`src/rtl/mux_sel_arbiter_if.sv`:
```
// Request/grant bus between the requesters and the shared-MUX arbiter.
// The master side drives req/done; the arbiter (slave) returns grant/select/valid.
interface mux_sel_arbiter_if #(
  parameter int N_REQ     = 4,
  parameter int SEL_WIDTH = 2
);
  logic [N_REQ-1:0]     req;
  logic [N_REQ-1:0]     done;
  logic [N_REQ-1:0]     grant;
  logic [SEL_WIDTH-1:0] select;
  logic                 valid;

  modport master (
    output req,
    output done,
    input  grant,
    input  select,
    input  valid
  );

  modport slave (
    input  req,
    input  done,
    output grant,
    output select,
    output valid
  );
endinterface

```
`src/rtl/mux_sel_arbiter.sv`:
```
// Round-robin owner arbiter for a shared N-input MUX: one-hot grant, MUX select
// index and bounded tenure (MAX_HOLD), with back-to-back handover and no idle bubble.
module mux_sel_arbiter #(
  parameter int N_REQ     = 4,
  parameter int SEL_WIDTH = 2,
  parameter int MAX_HOLD  = 4
) (
  input  logic             clk,
  input  logic             reset,
  mux_sel_arbiter_if.slave bus
);

  localparam int HOLD_W = (MAX_HOLD > 0) ? $clog2(MAX_HOLD + 1) : 1;
  localparam logic [HOLD_W-1:0] HOLD_MAX = (MAX_HOLD > 0) ? HOLD_W'(MAX_HOLD) : HOLD_W'(1);

  typedef enum logic {
    ST_IDLE = 1'b0,
    ST_OWN  = 1'b1
  } state_e;

  state_e               state_q;
  logic [N_REQ-1:0]     grant_q;
  logic [SEL_WIDTH-1:0] select_q;
  logic                 valid_q;
  logic [SEL_WIDTH-1:0] last_q;
  logic [HOLD_W-1:0]    hold_q;
  logic [HOLD_W-1:0]    hold_d;

  logic [N_REQ-1:0]     elig_s;
  logic                 own_req_s;
  logic                 own_done_s;
  logic                 timeout_s;
  logic                 release_s;
  logic                 any_elig_s;
  logic [SEL_WIDTH-1:0] base_s;
  logic [SEL_WIDTH-1:0] idx_s;
  logic [SEL_WIDTH-1:0] winner_s;
  logic [N_REQ-1:0]     winner_oh_s;

  // Release detection and round-robin winner search over the eligible requests.
  always_comb begin
    // grant_q is zero in IDLE, so this is plain req there and req minus the owner otherwise
    elig_s      = bus.req & ~grant_q;
    own_req_s   = |(bus.req & grant_q);
    own_done_s  = |(bus.done & grant_q);
    timeout_s   = (MAX_HOLD != 0) && (hold_q == HOLD_MAX) && (|elig_s);
    release_s   = (state_q == ST_OWN) && (!own_req_s || own_done_s || timeout_s);
    any_elig_s  = |elig_s;
    base_s      = (state_q == ST_OWN) ? select_q : last_q;
    hold_d      = (hold_q < HOLD_MAX) ? (hold_q + HOLD_W'(1)) : hold_q;
    idx_s       = '0;
    winner_s    = '0;
    // Scan from farthest to nearest so the nearest eligible index after base wins.
    for (int i = N_REQ; i >= 1; i--) begin
      idx_s    = SEL_WIDTH'((int'(base_s) + i) % N_REQ);
      winner_s = elig_s[idx_s] ? idx_s : winner_s;
    end
    winner_oh_s = {{(N_REQ-1){1'b0}}, 1'b1} << winner_s;
  end

  // Ownership FSM with registered grant/select/valid and tenure counter.
  always_ff @(posedge clk) begin
    if (reset) begin
      state_q  <= ST_IDLE;
      grant_q  <= '0;
      select_q <= '0;
      valid_q  <= 1'b0;
      hold_q   <= '0;
      last_q   <= SEL_WIDTH'(N_REQ - 1);
    end else begin
      case (state_q)
        ST_IDLE: begin
          if (any_elig_s) begin
            state_q  <= ST_OWN;
            grant_q  <= winner_oh_s;
            select_q <= winner_s;
            valid_q  <= 1'b1;
            hold_q   <= HOLD_W'(1);
          end
        end
        ST_OWN: begin
          if (release_s) begin
            last_q <= select_q;
            if (any_elig_s) begin
              grant_q  <= winner_oh_s;
              select_q <= winner_s;
              valid_q  <= 1'b1;
              hold_q   <= HOLD_W'(1);
            end else begin
              state_q  <= ST_IDLE;
              grant_q  <= '0;
              select_q <= '0;
              valid_q  <= 1'b0;
              hold_q   <= '0;
            end
          end else begin
            hold_q <= hold_d;
          end
        end
        default: begin
          state_q  <= ST_IDLE;
          grant_q  <= '0;
          select_q <= '0;
          valid_q  <= 1'b0;
          hold_q   <= '0;
        end
      endcase
    end
  end

  assign bus.grant  = grant_q;
  assign bus.select = select_q;
  assign bus.valid  = valid_q;

endmodule

```
`src/flat_wrapper.sv`:
```
// flat-port wrapper written by rule: the top's interface ports become plain ports
module mux_sel_arbiter_flat 
#(
  parameter int N_REQ     = 4,
  parameter int SEL_WIDTH = 2,
  parameter int MAX_HOLD  = 4
)
  (clk, reset, bus_req, bus_done, bus_grant, bus_select, bus_valid);
  mux_sel_arbiter_if #(.N_REQ(N_REQ), .SEL_WIDTH(SEL_WIDTH)) bus_i ();
  input  logic clk;
  input  logic reset;
  input wire logic [$bits(bus_i.req)-1:0] bus_req;
  input wire logic [$bits(bus_i.done)-1:0] bus_done;
  output wire logic [$bits(bus_i.grant)-1:0] bus_grant;
  output wire logic [$bits(bus_i.select)-1:0] bus_select;
  output wire logic [$bits(bus_i.valid)-1:0] bus_valid;
  assign bus_i.req = bus_req;
  assign bus_i.done = bus_done;
  assign bus_grant = bus_i.grant;
  assign bus_select = bus_i.select;
  assign bus_valid = bus_i.valid;
  mux_sel_arbiter #(.N_REQ(N_REQ), .SEL_WIDTH(SEL_WIDTH), .MAX_HOLD(MAX_HOLD)) u_core (.clk(clk), .reset(reset), .bus(bus_i));
endmodule
```
`config.mk`:
```
export PLATFORM = sky130hd
export DESIGN_NAME = mux_sel_arbiter_flat
export DESIGN_NICKNAME = d
export VERILOG_FILES = /design/src/rtl/mux_sel_arbiter_if.sv /design/src/rtl/mux_sel_arbiter.sv /design/src/flat_wrapper.sv
export SDC_FILE = /design/constraint.sdc
export NUM_CORES = 1
export LEC_CHECK = 0
export ABC_CLOCK_PERIOD_IN_PS = 2200
export BUFFER_PORTS_ARGS = -buffer_cell sky130_fd_sc_hd__clkbuf_2
export CORE_MARGIN = 2
export CORE_UTILIZATION = 30
export CTS_CLUSTER_DIAMETER = 200
export DETAILED_ROUTE_END_ITERATION = 16
export GPL_ROUTABILITY_DRIVEN = 0
export PLACE_DENSITY = 0.51
export SYNTH_ARGS = -nofsm -noshare
export SYNTH_HDL_FRONTEND = slang
export SYNTH_SLANG_ARGS = --single-unit
```
`constraint.sdc`:
```
create_clock -name clk -period 2.2 [get_ports clk]
set_clock_uncertainty 0.15 [all_clocks]
set_input_delay 0.11 -clock clk [delete_from_list [all_inputs] [get_ports clk]]
set_output_delay 0.11 -clock clk [all_outputs]
set_load 0.01 [all_outputs]
```
==> flow_results.org <==
** Synthesis
- Synthesized area per cell :: 8.96 um^2
- For this run, the register share of the synthesized area comes to 32.7%.
- The synthesized design spends more area on one cell type than any other, namely sky130_fd_sc_hd__dfxtp_1.
- After synthesis the netlist holds a flip-flop and latch count of 13.
- Number of standard cells after synthesis :: 89
- By area, the combinational part of the netlist is dominated by compound AO/OA/AOI/OAI gates.
- Netlist cell types :: 36
- Synth async-reset ratio :: 0%
- After Yosys synthesis, XOR and XNOR cells account for 0% of the synthesized area.
- By area the synthesized netlist is led by sky130_fd_sc_hd__dfxtp_1, sky130_fd_sc_hd__a22o_1, sky130_fd_sc_hd__nand2b_1, sky130_fd_sc_hd__a21oi_1, sky130_fd_sc_hd__inv_1.
- In this run the cell area of the synthesized design comes to 797 um^2.
- The number of nets in the synthesized netlist is 101.
- After Yosys synthesis, and, or, nand and nor cells account for 21.7% of the synthesized area.
- Fraction of synthesized area in multiplexers :: 2.98%
- Yosys printed 0 warnings.
- In this run, synthesis inferred 0 flip-flops with an integrated enable.
- Top cell type's share of synthesized area :: 32.7%
- For this run, the leading register cell type out of synthesis is sky130_fd_sc_hd__dfxtp_1.
- Most frequent cell after synthesis :: sky130_fd_sc_hd__dfxtp_1
- List of most frequent post-synthesis cells :: sky130_fd_sc_hd__dfxtp_1, sky130_fd_sc_hd__a22o_1, sky130_fd_sc_hd__inv_1, sky130_fd_sc_hd__nand2_1, sky130_fd_sc_hd__a21oi_1
- Synthesized-area fraction occupied by ao, oa, aoi and oai cells :: 34.7%
- After Yosys synthesis, full adders, half adders and majority gates account for 3.14% of the synthesized area.

** Timing
- Worst-Margin Slew :: 0.420 ns
- The worst pin sits at a relative slew slack of 72.0%.
- The routed design could run at a clock period as short as 1.89 ns.
- Unrepaired setup endpoints after global routing :: false
- Timing would allow up to 0.530 GHz.
- Aggregate negative setup slack :: 0 ns
- The max-slew violation count came to 0.
- Ratio of final minimum period to clock period :: 85.8%
- Setup violations remaining at the end of the flow were counted as 0.
- Count of final hold-check violations :: 0

** Routing
- For this block, the routed nets add up to 1.98 mm of wire.
- In the final routed layout, each cell accounts on average for 14.3 um.
- Via-to-Cell Ratio :: 5.51
- Detailed routing inserted a total of 760 vias.
- In this run, the number of DRC markers left after iteration 0 of detailed routing was 22.
- Total DRC errors in the routed layout :: 0
- The first detailed-routing pass took 5 iterations.
- Antenna Nets Post-Route :: 0

** CTS
- Clock-pin slew was measured on the worst setup and hold paths at 0.08 ns.
- The cell sitting at the root of the clock tree is a sky130_fd_sc_hd__clkbuf_4.
- Worst-Skew Late Latency :: 0.28 ns
- Number of buffers added by the clock tree synthesis step :: 3
- For this design, the sink count on the clock tree is 13.
- Clock tree from TritonCTS :: yes
- Number of gates given a new drive strength after cts :: 0
- CTS built an H-tree with a depth of 1.
- After clock tree synthesis, the flow added hold-fix buffers numbering 0.
- The number of setup buffers added after CTS is 0.
- Maximum buffer depth of the clock tree :: 2

** Global routing
- Largest net degree at the start of global routing :: 11
- After global routing the overflow that remains totals 0.
- Combined global-route utilization of all metal layers :: 13.3%
- First-pass GRT wire length :: 3.26 mm
- Initial antenna violation count :: 0
- Via count of the first global-routing pass :: 724

** Worst setup path
- STA classifies the critical path startpoint as a flop.
- In this run the register-to-register setup slack is 0.31 ns.
- Top Family by Delay on Critical Path :: compound AO/OA/AOI/OAI gates
- The worst register-to-register path begins at u_core.state_q$_SDFF_PP0_.
- Depth of the worst register-to-register path :: 5
- The slowest stage of the critical path is the sky130_fd_sc_hd__dfxtp_1 cell.
- Critical path cell sequence :: mux2i_2 -> a21oi_1 -> a221o_1 -> and4_4 -> a22o_1
- In this design, the stage delay of the slowest critical-path cell is 0.40 ns.
- Classification of the worst setup path :: reg -> reg
- Endpoint kind of the worst setup timing path :: flop
- Worst Path Buf+Inv :: 0
- For the worst setup path, the data arrival time is 1.91 ns.
- Crit-path max FO :: 6
- For the worst setup path, the data required time is 2.23 ns.
- In this run the critical register-to-register path is captured at u_core.bus.grant[1]$_SDFFE_PP0P_.

** Layout
- Signed area change from the synthesized netlist to the final layout :: 17.9%
- Ratio of cells with drive above 1 in the final layout :: 24.1%
- Number of filler cells placed in the layout :: 256
- Sequential cell area :: 260 um^2
- 0 antenna diodes ended up in the layout.
- In the final layout, the multi-input gates occupy 498 um^2.
- With fillers left out, the area of the finished cells amounts to 940 um^2.
- Number of nets at the end of the flow :: 121

** Place
- DPL Wire Length :: 1.49 mm
- Number of buffer cells added on primary ports :: 16
- Once placement finished, the instance area stood at 913 um^2.

** Run status
- Result of the run :: finished clean

** Power
- For this design the static power due to leakage is 0.421 nW.
- Worst voltage drop across the vdd grid :: 458 uV
- Total power per unit cell area :: 1170 nW/um^2

** Floorplanning
- Measured along the y axis, the die boundary spans 55.5 um.
- The core region is 2500 um^2.
- Measured along the x axis, the die boundary spans 55.5 um.
- Number of ports placed on the die boundary :: 17
- The die covers 3090 um^2.
- Site row count :: 18
- For this configuration, the core starts out at a cell density of 31.9%.

** Min path
- The worst hold path belongs to the class in -> reg.
- In this run the most critical hold path is launched from reset.
- Hold endpoint :: u_core.hold_q[1]$_SDFFE_PP0P_
- Number of cells traversed by the worst hold path :: 2

** Flow run
- Max-cap violation count :: 0
==> stage by stage <==
stage / util, % / setup WS (ns) / power (W) / hold WS, ns / std cells
final: 37.6 / 0.313 / 0.00110 / 0.0253 / 138
after global routing: 37.6 / 0.230 / 0.00118 / 0.0248 / 138
after detailed placement: 36.5 / 0.336 / 0.000954 / 0.308 / 134
after CTS: 37.6 / 0.315 / 0.00111 / 0.00359 / 138
after floorplan: - / 0.455 / 0.000793 / 0.272 / 89
after global placement: 36.5 / 0.358 / 0.000959 / 0.309 / 134
==> final cells by class <==
type                    instances  area share, %
inverters                       8           3.20
well taps                      30           3.99
clock buffers                   4           2.80
repair buffers                 17           9.32
multi-input cells              66           53.0
flip-flops and latches         13           27.7
==> layer usage <==
layer / share of wire, % / global-route usage [%]
met5: 0 / 0
met4: 0.76 / 4.18
met3: 5.9 / 4.92
met2: 49 / 22.3
met1: 45 / 15.7
==> cell usage in the layout (no fill, tap or decap), types with 2 or more instances in the layout <==
master                     Yosys  routed
sky130_fd_sc_hd__nand2b_1      5       5
sky130_fd_sc_hd__clkbuf_4      0       3
sky130_fd_sc_hd__nor2b_1       2       2
sky130_fd_sc_hd__o211ai_1      3       3
sky130_fd_sc_hd__ha_1          2       2
sky130_fd_sc_hd__dfxtp_1      13      13
sky130_fd_sc_hd__a22o_1        7       7
sky130_fd_sc_hd__nand2_1       7       7
sky130_fd_sc_hd__a22oi_1       2       2
sky130_fd_sc_hd__inv_1         7       7
sky130_fd_sc_hd__clkbuf_2      0      16
sky130_fd_sc_hd__a221oi_1      3       3
sky130_fd_sc_hd__a21oi_1       6       6
sky130_fd_sc_hd__a41o_1        2       2
sky130_fd_sc_hd__o21ai_1       5       5
sky130_fd_sc_hd__nor2_1        3       3
==> logic make-up after synthesis <==
family / Yosys count
buf+inv: 10
compound gates: 36
simple gates: 26
flops: 13
fa+ha+maj: 2
mux: 2
==> how the worst max path moves through the flow <==
| stage | start | end | cells after the start |
|---|---|---|---|
| after floorplan | u_core.state_q$_SDFF_PP0_ | u_core.bus.grant[0]$_SDFFE_PP0P_ | 5 |
| after global placement | u_core.bus.grant[1]$_SDFFE_PP0P_ | u_core.hold_q[2]$_SDFFE_PP0P_ | 4 |
| after detailed placement | u_core.state_q$_SDFF_PP0_ | u_core.bus.grant[1]$_SDFFE_PP0P_ | 5 |
| after CTS | u_core.state_q$_SDFF_PP0_ | u_core.bus.grant[1]$_SDFFE_PP0P_ | 5 |
| after global routing | u_core.bus.grant[2]$_SDFFE_PP0P_ | u_core.hold_q[2]$_SDFFE_PP0P_ | 5 |
| final | u_core.state_q$_SDFF_PP0_ | u_core.bus.grant[1]$_SDFFE_PP0P_ | 5 |
==> where the power goes <==
part           switching, W  internal (W)  total [W]
registers         0.0000683      0.000305   0.000374
clock network     0.0000813     0.0000704   0.000152
logic              0.000334      0.000244   0.000577
total              0.000483      0.000619    0.00110
==> registers in the layout, summed over array words and instances (netlist names) <==
signal,cells
u_core.state_q,1
u_core.bus.valid,1
u_core.hold_q,3
u_core.bus.select,2
u_core.bus.grant,4
u_core.last_q,2
No activity file was read; power rests on OpenSTA's default activity.
